<file path="config.mk">
export PLATFORM = sky130hd
export DESIGN_NAME = dm_cache
export DESIGN_NICKNAME = d
export VERILOG_FILES = /design/src/rtl/dm_cache.sv
export SDC_FILE = /design/constraint.sdc
export NUM_CORES = 1
export LEC_CHECK = 0
export BUFFER_PORTS_ARGS = -buffer_cell sky130_fd_sc_hd__buf_2
export CORE_MARGIN = 2
export CORE_UTILIZATION = 55
export DETAILED_ROUTE_END_ITERATION = 6
export PLACE_DENSITY = 0.73
export SLEW_MARGIN = 25
export SYNTH_ARGS = -nofsm -noshare
export SYNTH_HDL_FRONTEND = slang
export SYNTH_SLANG_ARGS = --single-unit
</file>
<file path="constraint.sdc">
create_clock -name clk -period 13.7 [get_ports clk]
set_input_delay 1.37 -clock clk [delete_from_list [all_inputs] [get_ports clk]]
set_output_delay 1.37 -clock clk [all_outputs]
set_load 0.1 [all_outputs]
</file>
<file path="src/rtl/dm_cache.sv">
// Direct-mapped, write-through, no-write-allocate cache, one word per line.
// Blocking: one request in flight, tracked by a five-state miss/fill FSM.
module dm_cache #(
    parameter int ADDR_W = 32,
    parameter int DATA_W = 32,
    parameter int LINES  = 16,
    parameter int CNT_W  = 16
) (
    input  logic              clk,
    input  logic              rst,
    input  logic              valid_in,
    output logic              ready_in,
    input  logic [ADDR_W-1:0] addr_in,
    input  logic              op_in,
    input  logic [DATA_W-1:0] write_data_in,
    output logic              valid_out,
    input  logic              ready_out,
    output logic [DATA_W-1:0] data_out,
    input  logic              flush_in,
    output logic              mem_req_valid,
    input  logic              mem_req_ready,
    output logic              mem_req_op,
    output logic [ADDR_W-1:0] mem_req_addr,
    output logic [DATA_W-1:0] mem_req_data,
    input  logic              mem_resp_valid,
    input  logic [DATA_W-1:0] mem_resp_data,
    output logic [CNT_W-1:0]  hit_count,
    output logic [CNT_W-1:0]  miss_count
);
    localparam int IDX_W = $clog2(LINES);
    localparam int TAG_W = ADDR_W - IDX_W;
    localparam logic [CNT_W-1:0] CNT_ONE = {{(CNT_W-1){1'b0}}, 1'b1};

    typedef enum logic [2:0] {
        S_IDLE,
        S_CHECK,
        S_MREQ,
        S_MWAIT,
        S_RESP
    } state_t;

    state_t state_q, state_d;

    logic [ADDR_W-1:0] addr_q;
    logic              op_q;
    logic [DATA_W-1:0] wdata_q;
    logic [DATA_W-1:0] rdata_q;
    logic [CNT_W-1:0]  hit_q;
    logic [CNT_W-1:0]  miss_q;
    logic [LINES-1:0]  valid_q;

    logic [TAG_W-1:0]  tag_mem  [LINES];
    logic [DATA_W-1:0] data_mem [LINES];
    logic [TAG_W-1:0]  line_tag_q;
    logic [DATA_W-1:0] line_data_q;

    logic [IDX_W-1:0]  idx;
    logic [TAG_W-1:0]  tag;
    logic              accept;
    logic              hit;
    logic              fill;
    logic              arr_we;
    logic [DATA_W-1:0] arr_wdata;

    assign idx    = addr_q[IDX_W-1:0];
    assign tag    = addr_q[ADDR_W-1:IDX_W];
    assign accept = valid_in & ready_in;
    assign hit    = valid_q[idx] & (line_tag_q == tag);
    assign fill   = (state_q == S_MWAIT) & mem_resp_valid & ~op_q;

    // The tag is rewritten on write hits too; it equals the stored tag there.
    assign arr_we    = fill | ((state_q == S_CHECK) & op_q & hit);
    assign arr_wdata = op_q ? wdata_q : mem_resp_data;

    assign valid_out     = (state_q == S_RESP);
    assign data_out      = rdata_q;
    assign mem_req_valid = (state_q == S_MREQ);
    assign mem_req_op    = op_q;
    assign mem_req_addr  = addr_q;
    assign mem_req_data  = wdata_q;
    assign hit_count     = hit_q;
    assign miss_count    = miss_q;

    always_comb begin
        state_d  = state_q;
        ready_in = (state_q == S_IDLE) & ~flush_in & ~rst;
        case (state_q)
            S_IDLE:  if (accept) state_d = S_CHECK;
            S_CHECK: state_d = (~op_q & hit) ? S_RESP : S_MREQ;
            S_MREQ:  if (mem_req_ready) state_d = S_MWAIT;
            S_MWAIT: if (mem_resp_valid) state_d = S_RESP;
            S_RESP:  if (ready_out) state_d = S_IDLE;
            default: state_d = S_IDLE;
        endcase
    end

    always_ff @(posedge clk or posedge rst) begin
        if (rst) begin
            state_q <= S_IDLE;
            addr_q  <= '0;
            op_q    <= 1'b0;
            wdata_q <= '0;
            rdata_q <= '0;
            hit_q   <= '0;
            miss_q  <= '0;
        end else begin
            state_q <= state_d;
            if (accept) begin
                addr_q  <= addr_in;
                op_q    <= op_in;
                wdata_q <= write_data_in;
            end
            if (state_q == S_CHECK) begin
                if (hit) begin
                    if (hit_q != '1) hit_q <= hit_q + CNT_ONE;
                    if (!op_q) rdata_q <= line_data_q;
                end else if (miss_q != '1) begin
                    miss_q <= miss_q + CNT_ONE;
                end
            end
            if ((state_q == S_MWAIT) && mem_resp_valid)
                rdata_q <= op_q ? wdata_q : mem_resp_data;
        end
    end

    // Valid bits live in flops so reset and flush can clear them all at once.
    generate
        for (genvar gi = 0; gi < LINES; gi++) begin : g_valid
            always_ff @(posedge clk or posedge rst) begin
                if (rst)
                    valid_q[gi] <= 1'b0;
                else if ((state_q == S_IDLE) && flush_in)
                    valid_q[gi] <= 1'b0;
                else if (fill && (idx == IDX_W'(gi)))
                    valid_q[gi] <= 1'b1;
            end
        end
    endgenerate

    // Tag/data arrays are block-RAM style: read is registered at acceptance.
    always_ff @(posedge clk) begin
        if (arr_we) begin
            tag_mem[idx]  <= tag;
            data_mem[idx] <= arr_wdata;
        end
        if (accept) begin
            line_tag_q  <= tag_mem[addr_in[IDX_W-1:0]];
            line_data_q <= data_mem[addr_in[IDX_W-1:0]];
        end
    end

endmodule

</file>
==> Yosys cells after proc, flatten, opt, wreduce, memory -nomap -nowiden <==
Memory sizes are Yosys's and may differ from the RTL's. A register that Yosys moved wholly into a read port is not among the register bits.
Cells that the tools add are included.
{ "totals": {"reg_bits": 148, "ram_bits": 960, "word_cells": 158, "memories": 2} }
{ "memory_table": {"columns": ["name", "depth", "word_bits", "read_ports", "rd_clocked_by_memory_dff", "write_ports", "line", "text"], "rows": [
  ["data_mem", 16, 32, 1, 1, 1, "53", "logic [DATA_W-1:0] data_mem [LINES];"],
  ["tag_mem", 16, 28, 1, 1, 1, "52", "logic [TAG_W-1:0] tag_mem [LINES];"]
]} }
{ "op_classes": {"add_sub_neg": 2, "order_cmp": 1, "eq_ne": 27, "muxes": 47, "bitwise_logic": 14, "reduce_logical": 42} }
{ "op_table": {"columns": ["cell", "n"], "rows": [
  ["$mux W32", 5],
  ["$reduce_bool A2 Y1", 18],
  ["$mux W1", 35],
  ["$add A16 B1 Y16 const B", 2],
  ["$eq A4 B4 Y1 const B", 8],
  ["$ne A16 B16 Y1 const B", 2],
  ["$eq A28 B28 Y1", 1],
  ["$logic_and A1 B1 Y1", 18],
  ["$eq A4 B3 Y1 const B", 4],
  ["$mux W3", 5],
  ["$pmux W3 S5", 1],
  ["$and A1 B1 Y1", 9],
  ["$reduce_and A3 Y1", 3],
  ["$eq A4 B2 Y1 const B", 2],
  ["$eq A3 B2 Y1 const B", 2],
  ["$ne A2 B1 Y1 const B", 3],
  ["$lt A4 B5 Y1 const B", 1],
  ["$bmux W1 S4", 1],
  ["$eq A4 B1 Y1 const B", 1],
  ["$logic_not A4 Y1", 1],
  ["$ne A2 B2 Y1 const B", 2],
  ["$not A1 Y1", 4],
  ["$reduce_and A4 Y1", 1],
  ["$eq A3 B1 Y1 const B", 1],
  ["3 further kinds", 3]
]} }

==> Depth between registers and ports, before layout <==
{ "depth": {"word_depth": 7, "ltp_mapped": 9} }

==> Least setup slack after synthesis <==
OpenSTA, ideal clock, no wires.
{ "synth_timing": {"kind": "register to register", "start": "register addr_q[19] (netlist: mem_req_addr[19])", "end": "memory data_mem[0][0] (enable)", "t_arrival_ns": 7.990, "required_ns": 13.074, "path_slack_ns": 5.083, "stages_incl_launch_ff": 7, "path_buffers": 0, "period_less_slack_ns": 8.617, "cell_sequence": "dfrtp_1 > xnor2_1 > nand4_1 > nor4_1 > and3_4 > a31oi_4 > nor4_1"} }
{ "synth_between": {"elab_chain_len": 6} }
{ "synth_lines": {"columns": ["element", "line", "text"], "rows": [
  ["from (decl)", "44", "logic [ADDR_W-1:0] addr_q;"],
  ["from (signal assigned)", "109", "addr_q <= addr_in;"],
  ["$eq A28 B28 Y1", "68", "assign hit = valid_q[idx] & (line_tag_q == tag);"],
  ["$and A1 B1 Y1", "68", null],
  ["$and A1 B1 Y1", "72", "assign arr_we = fill | ((state_q == S_CHECK) & op_q & hit);"],
  ["$or A1 B1 Y1", "72", null],
  ["$mux W1", "142", "if (arr_we) begin"],
  ["$mux W1 (implied by the code)", "144", "data_mem[idx] <= arr_wdata;"],
  ["to (decl)", "53", null]
]} }
No other way between the ends.

==> Final worst setup path <==
{ "layout_timing": {"start": "register addr_q[26] (netlist: mem_req_addr[26])", "end": "memory data_mem[5][6] (enable)"} }
The elaborated chain is that of the path after synthesis.

==> results.sh <==
export IMPL_outcome="complete, no violations"
export IMPL_postCtsSetupBuffers=0
export IMPL_fin_crit_ns=4.69
export IMPL_hpwl_um=50700
export IMPL_maxCapViolations=0
export IMPL_crit_type="flop to flop"
export IMPL_worstMarginPinSlew_ns=1.01
export IMPL_via_per_inst=6.13
export IMPL_irDropWorstVdd_mv=0.180
export IMPL_worstPathRequired_ns=13.99
export IMPL_synth_top_cell_area_share_pct=68.2
export IMPL_root_buffer="clkbuf_16"
export IMPL_clock_fmax_mhz=213
export IMPL_die_h_um=290
export IMPL_synth_edff_count=1020
export IMPL_synth_commonest_cells="edfxtp_1 (1020), mux4_2 (303), nand2_1 (209), dfrtp_1 (148), nor2_1 (68)"
export IMPL_htree_levels=3
export IMPL_drv_slew=0
export IMPL_skew_ns=0.0442
export IMPL_grt_pass1_wl_um=147000
export IMPL_synthCells=2148
export IMPL_coreArea_mm2=0.0807
export IMPL_grt_pass1_vias=22800
export IMPL_grt_setup_unrepaired="no"
export IMPL_min_path_type="flop to flop"
export IMPL_yosys_area_top_type="edfxtp_1"
export IMPL_cp_max_fo=32
export IMPL_wl_per_cell_um=27.4
export IMPL_antenna_found_initial=0
export IMPL_place_inst=3390
export IMPL_cts_sinks=1168
export IMPL_synthDistinctLibCells=43
export IMPL_setup_violations_final=0
export IMPL_syn_area_mm2=0.0449
export IMPL_grtUsageTotal_pct=24.0
export IMPL_cts_tree="yes"
export IMPL_diodes=0
export IMPL_drive_gt1_share_pct=32.0
export IMPL_insertion_delay_ns=0.70
export IMPL_drcViolationCount=0
export IMPL_postLayoutCoreUtil_pct=63.5
export IMPL_fin_nets=2554
export IMPL_stdcell_count=3606
export IMPL_arrival_ns=4.98
export IMPL_async_reset_ff_share_pct=12.7
export IMPL_grt_overflow_total=0
export IMPL_clockBufferDepth=3
export IMPL_setup_tns_final_ns=0
export IMPL_wirelength_um=98900
export IMPL_p_leak_nw=17.7
export IMPL_cts_hold_buf=0
export IMPL_gp_congestion=0.778
export IMPL_startpoint_type="flop"
export IMPL_finalPower_mw=9.93
export IMPL_slew_headroom_pct=32.9
export IMPL_crit_path_end_kind="flop"
export IMPL_yosysMostFrequentCell="edfxtp_1"
export IMPL_synthesis_nets=2254
export IMPL_io_pins=236
export IMPL_start_util_pct=55.7
export IMPL_cts_resized_gates=0
export IMPL_vias=22100
export IMPL_drt_iter0_markers=2224
export IMPL_num_fill_cells=5389
export IMPL_whs_ns=0.494
export IMPL_synth_area_leaders="edfxtp_1 (68%), mux4_2 (15%), dfrtp_1 (8.2%)"
export IMPL_grt_max_degree=112
export IMPL_power_density_mw_per_mm2=194
export IMPL_die_w_um=290
export IMPL_synth_ff_type="edfxtp_1"
export IMPL_die_area_mm2=0.0840
export IMPL_ys_seq_area_share_pct=76.4
export IMPL_synthToLayoutAreaGrowth_pct=14.0
export IMPL_final_antenna_net_count=0
export IMPL_cts_buffers=112
export IMPL_synth_warnings=0
export IMPL_synth_area_per_cell_um2=20.9
export IMPL_hold_violations=0
export IMPL_fin_crit_sh_pct=34.2
export IMPL_dr_pass1_iters=5
export IMPL_clk_pin_slew_ns=0.06
export IMPL_portBuffers=235
export IMPL_num_rows=104
export IMPL_synth_ff_latch_count=1168
## layout make-up
| class | instances | area (um2) | share of cell area [%] |
|---|---|---|---|
| Clock buffer | 145 | 2970 | 5.79 |
| Clock inverter | 67 | 617 | 1.20 |
| Inverter | 4 | 25.0 | 0.0489 |
| Multi-Input combinational cell | 866 | 10200 | 19.9 |
| Sequential cell | 1168 | 34300 | 67.0 |
| Tap cell | 1060 | 1330 | 2.59 |
| Timing Repair Buffer | 296 | 1760 | 3.43 |
## metrics by stage
| stage | setup WS [ns] | area (um2) |
|---|---|---|
| after floorplan | 5.08 | 44900 |
| after global placement | 9.05 | 47500 |
| after detailed placement | 8.97 | 47500 |
| after CTS | 8.99 | 51100 |
| after global routing | 8.76 | 51200 |
| final | 9.01 | 51200 |
## state kept, by name (all words and copies together), names as in the netlist
| name | cells |
|---|---|
| tag_mem | 448 |
| miss_count | 16 |
| line_tag_q | 28 |
| line_data_q | 32 |
| mem_req_op | 1 |
| mem_req_data | 32 |
| data_mem | 512 |
| mem_req_addr | 32 |
| hit_count | 16 |
| valid_q | 16 |
| state_q | 3 |
| data_out | 32 |
## layout by cell type (no fill, tap or decap), types with 32 or more instances in the layout
master     synthesis  routed
edfxtp_1        1020    1020
mux4_2           303     303
buf_2             29     231
nand2_1          209     208
dfrtp_1          148     147
clkbuf_16          0     112
nor2_1            68      67
buf_4              1      55
xnor2_1           47      47
a21oi_1           46      46
mux2_2            34      34
mux2i_1           32      32
## cells by family (layout without fill, tap and decap cells)
family / count (synthesis) / count (layout) / synth area share [%]
mux: 370 / 370 / 16.8
flops: 1168 / 1168 / 76.4
xor+xnor: 57 / 57 / 1.11
compound gates: 56 / 56 / 0.685
simple gates: 381 / 381 / 3.77
fa+ha+maj: 2 / 2 / 0.0557
buf+inv: 114 / 512 / 1.13
## worst paths after layout
path	cells past startpoint	slack [ns]	startpoint	to
min in group asynchronous	2	0.65	rst	hit_count[9]$_DFFE_PP0P_
worst min-delay path	2	0.49	mem_req_data[5]$_DFFE_PP0P_	mem_req_data[5]$_DFFE_PP0P_
worst max-delay path	8	9.01	mem_req_addr[26]$_DFFE_PP0P_	data_mem[5][6]$_DFFE_PP_
worst min register to register	2	0.49	mem_req_data[5]$_DFFE_PP0P_	mem_req_data[5]$_DFFE_PP0P_
max in group asynchronous	3	11.94	rst	mem_req_addr[13]$_DFFE_PP0P_
worst max register to register	8	9.01	mem_req_addr[26]$_DFFE_PP0P_	data_mem[5][6]$_DFFE_PP_
## per-layer routing
layer,global-route usage [%],routed length (um)
met4,6.74,2010
met3,3.60,6900
met2,40.1,50600
met5,0,0
met1,33.6,39400
## critical path, cell delays in order, from the launching register on
cell and delay (ns):
dfrtp_1 0.75, xnor2_1 0.19, nand4_1 0.26, nor3_1 0.76, and3_4 0.51, a31oi_4 0.32
nor3_2 0.19, buf_4 0.56, buf_4 0.69
## power by group
| part | leakage (nW) | internal [mW] | switching, mW |
|---|---|---|---|
| clock network | 1.73 | 1.68 | 1.30 |
| registers | 11.1 | 4.47 | 0.269 |
| logic | 4.93 | 0.420 | 1.79 |
Note: power is estimated with default switching activity, not from simulation.
